### src/rtl/iir_output_conditioner_if.sv
// Sample, handshake and status bundle between the IIR filter, the output
// conditioner and the downstream consumer.
interface iir_output_conditioner_if #(
    parameter int word_size_in  = 18,
    parameter int word_size_out = 8
);
    logic [word_size_in-1:0]  Data_in;
    logic                     sample_en;
    logic                     flag_clear;
    logic [word_size_out-1:0] Data_out;
    logic                     out_valid;
    logic                     out_ready;
    logic                     sat_flag;
    logic                     overrun_flag;

    modport master (
        output Data_in, sample_en, flag_clear, out_ready,
        input  Data_out, out_valid, sat_flag, overrun_flag
    );

    modport slave (
        input  Data_in, sample_en, flag_clear, out_ready,
        output Data_out, out_valid, sat_flag, overrun_flag
    );
endinterface

### src/rtl/iir_output_conditioner.sv
// Decimates, rounds, shifts and saturates IIR filter samples, then buffers
// them in a small FIFO behind a valid/ready handshake with sticky status flags.
module iir_output_conditioner #(
    parameter int word_size_in  = 18,
    parameter int word_size_out = 8,
    parameter int shift         = 10,
    parameter int decim         = 4,
    parameter int fifo_depth    = 4
) (
    input logic                 clock,
    input logic                 reset,
    iir_output_conditioner_if.slave bus
);
    localparam int dcnt_w = (decim > 1) ? $clog2(decim) : 1;
    localparam int ptr_w  = $clog2(fifo_depth);
    localparam int rw     = word_size_in + 1;
    localparam logic [rw-1:0] round_c = rw'(1) << (shift - 1);
    localparam logic [rw-1:0] sat_max = rw'((1 << word_size_out) - 1);

    logic [dcnt_w-1:0]        dcnt;
    logic                     accept;
    logic                     s1_valid;
    logic [rw-1:0]            s1_r;
    logic [rw-1:0]            q;
    logic                     sat;
    logic [word_size_out-1:0] word;

    logic [word_size_out-1:0] mem [fifo_depth];
    logic [ptr_w-1:0]         wr_ptr, rd_ptr;
    logic [ptr_w:0]           count;
    logic                     full, valid, pop, push, drop;
    logic                     sat_q, overrun_q;

    assign accept = bus.sample_en && (dcnt == '0);

    // NOTE: state registers use non-blocking assignments so every flop samples
    // pre-edge values; blocking here would create order-dependent races.
    always_ff @(posedge clock or posedge reset) begin
        if (reset) begin
            dcnt <= '0;
        end else if (bus.sample_en) begin
            if (dcnt == dcnt_w'(decim - 1)) dcnt <= '0;
            else                            dcnt <= dcnt + 1'b1;
        end
    end

    always_ff @(posedge clock or posedge reset) begin
        if (reset) begin
            s1_valid <= 1'b0;
            s1_r     <= '0;
        end else begin
            s1_valid <= accept;
            if (accept) s1_r <= rw'(bus.Data_in) + round_c;
        end
    end

    // NOTE: every output of this block gets a default first, so no path can
    // leave a signal unassigned and infer a latch.
    always_comb begin
        q    = s1_r >> shift;
        sat  = 1'b0;
        word = q[word_size_out-1:0];
        if (q > sat_max) begin
            sat  = 1'b1;
            word = '1;
        end
    end

    // A full FIFO still accepts a push when the head leaves on the same edge.
    assign full  = (count == (ptr_w + 1)'(fifo_depth));
    assign valid = (count != '0);
    assign pop   = valid && bus.out_ready;
    assign push  = s1_valid && (!full || pop);
    assign drop  = s1_valid && full && !pop;

    // NOTE: the storage array is deliberately not reset; occupancy is tracked
    // by the reset pointers/count, so stale contents are never observable.
    always_ff @(posedge clock) begin
        if (push) mem[wr_ptr] <= word;
    end

    always_ff @(posedge clock or posedge reset) begin
        if (reset) begin
            wr_ptr <= '0;
            rd_ptr <= '0;
            count  <= '0;
        end else begin
            if (push) wr_ptr <= wr_ptr + 1'b1;
            if (pop)  rd_ptr <= rd_ptr + 1'b1;
            case ({push, pop})
                2'b10:   count <= count + 1'b1;
                2'b01:   count <= count - 1'b1;
                default: count <= count;
            endcase
        end
    end

    // A new event on the same edge as flag_clear keeps the flag set.
    always_ff @(posedge clock or posedge reset) begin
        if (reset) begin
            sat_q     <= 1'b0;
            overrun_q <= 1'b0;
        end else begin
            if (s1_valid && sat)     sat_q <= 1'b1;
            else if (bus.flag_clear) sat_q <= 1'b0;
            if (drop)                overrun_q <= 1'b1;
            else if (bus.flag_clear) overrun_q <= 1'b0;
        end
    end

    assign bus.out_valid    = valid;
    assign bus.Data_out     = valid ? mem[rd_ptr] : '0;
    assign bus.sat_flag     = sat_q;
    assign bus.overrun_flag = overrun_q;
endmodule

### src/flat_wrapper.sv
// flat-port wrapper written by rule: the top's interface ports become plain ports
module iir_output_conditioner_flat 
#(
    parameter int word_size_in  = 18,
    parameter int word_size_out = 8,
    parameter int shift         = 10,
    parameter int decim         = 4,
    parameter int fifo_depth    = 4
)
  (clock, reset, bus_Data_in, bus_sample_en, bus_flag_clear, bus_out_ready, bus_Data_out, bus_out_valid, bus_sat_flag, bus_overrun_flag);
  iir_output_conditioner_if #(.word_size_in(word_size_in), .word_size_out(word_size_out)) bus_i ();
  input logic clock;
  input logic reset;
  input wire logic [$bits(bus_i.Data_in)-1:0] bus_Data_in;
  input wire logic [$bits(bus_i.sample_en)-1:0] bus_sample_en;
  input wire logic [$bits(bus_i.flag_clear)-1:0] bus_flag_clear;
  input wire logic [$bits(bus_i.out_ready)-1:0] bus_out_ready;
  output wire logic [$bits(bus_i.Data_out)-1:0] bus_Data_out;
  output wire logic [$bits(bus_i.out_valid)-1:0] bus_out_valid;
  output wire logic [$bits(bus_i.sat_flag)-1:0] bus_sat_flag;
  output wire logic [$bits(bus_i.overrun_flag)-1:0] bus_overrun_flag;
  assign bus_i.Data_in = bus_Data_in;
  assign bus_i.sample_en = bus_sample_en;
  assign bus_i.flag_clear = bus_flag_clear;
  assign bus_i.out_ready = bus_out_ready;
  assign bus_Data_out = bus_i.Data_out;
  assign bus_out_valid = bus_i.out_valid;
  assign bus_sat_flag = bus_i.sat_flag;
  assign bus_overrun_flag = bus_i.overrun_flag;
  iir_output_conditioner #(.word_size_in(word_size_in), .word_size_out(word_size_out), .shift(shift), .decim(decim), .fifo_depth(fifo_depth)) u_core (.clock(clock), .reset(reset), .bus(bus_i));
endmodule
### config.mk
export PLATFORM = sky130hd
export DESIGN_NAME = iir_output_conditioner_flat
export DESIGN_NICKNAME = d
export VERILOG_FILES = /design/src/rtl/iir_output_conditioner_if.sv /design/src/rtl/iir_output_conditioner.sv /design/src/flat_wrapper.sv
export SDC_FILE = /design/constraint.sdc
export NUM_CORES = 1
export LEC_CHECK = 0
export ABC_AREA = 1
export ABC_CLOCK_PERIOD_IN_PS = 2600
export CORE_MARGIN = 10
export CORE_UTILIZATION = 43
export DETAILED_ROUTE_END_ITERATION = 10
export HOLD_SLACK_MARGIN = 0.05
export MAX_ROUTING_LAYER = met4
export PLACE_DENSITY = 0.65
export SYNTH_ARGS = -nofsm -noshare
export SYNTH_HDL_FRONTEND = slang
export SYNTH_SLANG_ARGS = --single-unit
### constraint.sdc
create_clock -name clock -period 2.6 [get_ports clock]
set_input_delay 0.52 -clock clock [delete_from_list [all_inputs] [get_ports clock]]
set_output_delay 0.52 -clock clock [all_outputs]
set_load 0.1 [all_outputs]
# After elaboration in Yosys (flattened, before gate mapping)
# Memories as Yosys holds them, arrays and structs flattened.
# Index checks and enable logic that the tools add are counted.
classes:
  addsub: 6
  multipliers: 0
  div: 0
  order_cmp: 1
  n_eq_ne: 4
  n_shift: 0
  mux: 10
  n_bitwise: 0
  reduce_logical: 14
op_table:
  columns: ["operator", "count"]
  rows:
  - ["$add 18x10->19 const B", 1]
  - ["$mux 8", 2]
  - ["$gt 9x8->1 const B", 1]
  - ["$add 2x1->2 const B", 3]
  - ["$logic_and 1x1->1", 6]
  - ["$mux 1", 6]
  - ["$pmux 3 s2", 1]
  - ["$reduce_bool 2->1", 3]
  - ["$eq 2x2->1 const B", 2]
  - ["$add 3x1->3 const B", 1]
  - ["$eq 3x3->1 const B", 1]
  - ["$reduce_bool 3->1", 1]
  - ["$sub 3x1->3 const B", 1]
  - ["$eq 2x1->1 const B", 1]
  - ["$logic_not 1->1", 2]
  - ["$logic_not 2->1", 1]
  - ["$mux 2", 1]
  - ["$logic_or 1x1->1", 1]
word_totals:
  ff_bits: 31
  latch_bits: 0
  ram_bits: 32
  rom_bits: 0
  output_inout_bits: 11
  word_cells: 44
  n_memories: 1
memory_table:
  columns: ["memory", "depth", "word_bits", "read_ports", "rd_ports_with_merged_regs", "write_ports", "line_no", "text"]
  rows:
  - ["u_core.mem", 4, 8, 1, 0, 1, "iir_output_conditioner.sv:28", "logic [word_size_out-1:0] mem [fifo_depth];"]

# Logic depth before layout (Yosys ltp)
depth:
  word_depth: 6
  ltp_mapped: 10

# Least setup slack after synthesis
# Ideal clock, no wire load.
synth_timing:
  path_kind: "register -> output"
  startpoint: "register u_core.count[0]"
  endpoint: "output port bus_Data_out[0]"
  arrival_ns: 2.904
  path_slack_ns: -0.824
  path_stages_with_launch: 5
  n_path_buf: 0
  cell_sequence: "dfrtp_1 nor2_1 nand2_1 inv_1 a21oi_1"
synth_between:
  elab_chain_cells: 2
synth_lines:
  columns: ["element", "line_no", "text"]
  rows:
  - ["start, declared", "iir_output_conditioner.sv:30", "logic [ptr_w:0] count;"]
  - ["start signal, assigned", "iir_output_conditioner.sv:91", "2'b10: count <= count + 1'b1;"]
  - ["start signal, assigned", "iir_output_conditioner.sv:92", "2'b01: count <= count - 1'b1;"]
  - ["start signal, assigned", "iir_output_conditioner.sv:93", "default: count <= count;"]
  - ["$reduce_bool 3->1", "iir_output_conditioner.sv:71", "assign valid = (count != '0);"]
  - ["named net bus_out_valid", "flat_wrapper.sv:19", "output wire logic [$bits(bus_i.out_valid)-1:0] bus_out_valid;"]
  - ["$mux 8", "iir_output_conditioner.sv:112", "assign bus.Data_out = valid ? mem[rd_ptr] : '0;"]
  - ["end, declared", "flat_wrapper.sv:18", "output wire logic [$bits(bus_i.Data_out)-1:0] bus_Data_out;"]
# The timed path passes the listed nets, and every way through them passes these cells.

# Worst setup path in the final report
layout_timing:
  startpoint: "register u_core.rd_ptr[0]"
  endpoint: "output port bus_Data_out[7]"
layout_between:
  elab_chain_cells: 2
layout_lines:
  columns: ["element", "line_no", "text"]
  rows:
  - ["start, declared", "iir_output_conditioner.sv:29", "logic [ptr_w-1:0] wr_ptr, rd_ptr;"]
  - ["start signal, assigned", "iir_output_conditioner.sv:89", "if (pop) rd_ptr <= rd_ptr + 1'b1;"]
  - ["$mem_v2 4x8", null, null]
  - ["$mux 8", "iir_output_conditioner.sv:112", null]
# No other way between the ends.

==> reports/results.txt <==
crit path max fanout: 11
CTS tree: built
area share of and/or/nand/nor cells after synthesis: 16.89%
hold path endpoint: u_core.s1_r[16]
max-cap violation count: 0
CTS resizes: 0
most common cell after layout, fill and taps aside: nor2_1
final non-filler cell total: 356
critical path required time: 2.08 ns
GRT Overall Usage: 10.71%
post-route cell area: 0.003059 mm²
Core Box Area: 0.005540 mm²
clock tree buffer depth: 2
vias in the first global route: 1609
Inserted Clock Buffers: 5
Routed WL: 4430 µm
Setup crit end kind: output port
Antenna Cells: 0
worst r2r src: u_core.count[0]
most frequent cells in the layout: 49 x nor2_1, 33 x inv_1, 33 x nand2_1
die extent in x: 95.75 µm
total negative setup slack: 0 ns
multi-input logic area: 880.8 µm²
clk slew on worst S/H paths: 0.09 ns
RSZ-0062 raised after global routing: no
reg2reg setup slack: 0.65 ns
syn nets: 281
status: finished, final reports clean
H-tree depth: 2
Setup Buffers After CTS: 0
adder-cell share of the synthesized area: 4.868%
fill count: 503
vias per cell: 4.573
Tmin final: 2.343 ns
drt pass-1 iters: 4
first-pass GRT wire length: 7403 µm
worst path arrival time: 1.82 ns
initial antenna violation count: 0
final core utilization: 55.22%
die footprint: 0.009168 mm²
Synth-to-Final Area Change: 23.99%
Clk Latency, worst-skew pair: 0.30 ns
register area share after synthesis: 60.24%
Final ANT Viol Nets: 0
HP Start: u_core.s1_r[16]
DIE HEIGHT: 95.75 µm
Worst Max-Slew Pin Slew: 0.7911 ns
Starting DRT DRC Count: 36
Ys Warns: 0
DRC errors left: 0
Critical Path Slowest Stage Cell: dfrtp_1
largest family of logic cells by synthesized area: simple AND/OR/NAND/NOR gates
Worst R2R End: u_core.count[2]
ranking of synthesized cells by area: edfxtp_1 39%, dfrtp_1 21%, nor2_1 7.5%, o21ai_0 5.3%, nand2_1 5.2%
via count: 1628
worst hold stages: 2
CP Launch Type: register
R2R cell count: 9
syn avg cell area: 9.909 µm²
Final Skew: 0.007517 ns
area leader, netlist: edfxtp_1
FMAX: 426.8 MHz
port bufs: 24
min-delay worst type: register to register
Compound-Gate Fraction of Synth Area: 9.128%
post-placement cell area: 0.002968 mm²
max incr delay on CP: 0.59 ns
final hold vios: 0
cts hold-fix bufs: 0
share of cells above drive strength 1: 17.96%
placed cell count: 348
clk root buf: clkbuf_8
Post-Syn Instances: 249
count of cell types in the netlist: 28
fin crit share: 90.12%
share of the synthesized area in the top cell type: 38.95%
largest net degree at the start of global routing: 22
Initial Utilization: 44.53%
RePlAce Congestion: 0.7670
critical path type: register to output port
cells along the critical path: buf_4 > nor2_1 > nor2_1 > o21ai_0 > a21oi_4 > buf_12
#FFs+latches synth: 53
HPWL after DPL: 3235 µm
Nets: 315
synthesized area: 0.002467 mm²
final setup fails: 0
Reg area: 0.001486 mm²
average wire per standard cell: 12.44 µm
mux cell area share after synthesis: 0%
Worst slew margin: 47.20%
gr ovfl total: 0
# rows: 27
Synth Area in XOR/XNOR: 1.065%
cell mode on critical path: nor2_1
I/O pin count: 34
clock sink count: 53
Pins Over Slew Limit: 0
synthesized netlist by cell type, drive strengths merged:
master / n
nor2: 51
nand2: 38
inv: 36
edfxtp: 32
o21ai: 29
dfrtp: 21
a21oi: 10
ha: 8
buf: 5
nand3: 5
or2: 5
o22ai: 2
xor2: 2
a31oi: 1
fa: 1
nand4: 1
o21bai: 1
xnor2: 1
worst max-delay path by stage:
stage | start | endpoint | cells after the start
floorplan | u_core.count[0] | bus_Data_out[0] | 4
global placement | bus_out_ready | u_core.count[2] | 10
detailed placement | bus_out_ready | u_core.count[2] | 10
CTS | u_core.rd_ptr[0] | bus_Data_out[2] | 6
global route | u_core.rd_ptr[0] | bus_Data_out[5] | 6
finish | u_core.rd_ptr[0] | bus_Data_out[7] | 6
state kept, by name (all words and copies together), names as in the netlist:
name / flops
u_core.s1_valid: 1
u_core.wr_ptr: 2
u_core.mem: 32
u_core.bus.overrun_flag: 1
u_core.count: 3
u_core.dcnt: 2
u_core.bus.sat_flag: 1
u_core.rd_ptr: 2
u_core.s1_r: 9
worst max-delay path: cells and delay by family, from the launching register on:
kind                   cells  cell delay, ns
DFF                        1            0.59
buffers and inverters      2            0.43
AOI/OAI and AO/OA          2            0.37
and+or+nand+nor            2            0.14
metal layers:
| layer | track usage (%) | vias to the layer above | wire [µm] |
|---|---|---|---|
| li1 | - | 869 | - |
| met1 | 12.06 | 726 | 2088 |
| met4 | 4.177 | 0 | 90 |
| met5 | - | - | 0 |
| met2 | 18.17 | 26 | 2113 |
| met3 | 2.335 | 7 | 137 |
logic make-up after synthesis:
logic type | after synthesis
and+or+nand+nor | 100
adders and majority gates | 9
DFF | 53
AOI/OAI and AO/OA | 43
xor gates and xnor gates | 3
buffers and inverters | 41
through the flow:
stage | hold slack (ns) | setup WS, ns
2_1_floorplan | 0.4407 | 0.1729
3_3_place_gp | 0.4589 | 0.2271
3_5_place_dp | 0.4581 | 0.2007
4_1_cts | 0.4826 | 0.2496
5_1_grt | 0.5314 | 0.1282
6_report | 0.4826 | 0.2569
area by class of cell:
cell class / instances / area share, %
multi-input combinational: 155 / 28.79
sequential: 53 / 48.59
timing repair buffer: 32 / 12.19
clock inverter: 3 / 0.7362
inverter: 36 / 4.499
tap: 72 / 2.945
clock buffer: 5 / 2.249
Power is left out: the tool's default activity adds up to more than one toggle a clock period on the data nets, which glitch-free logic cannot reach.
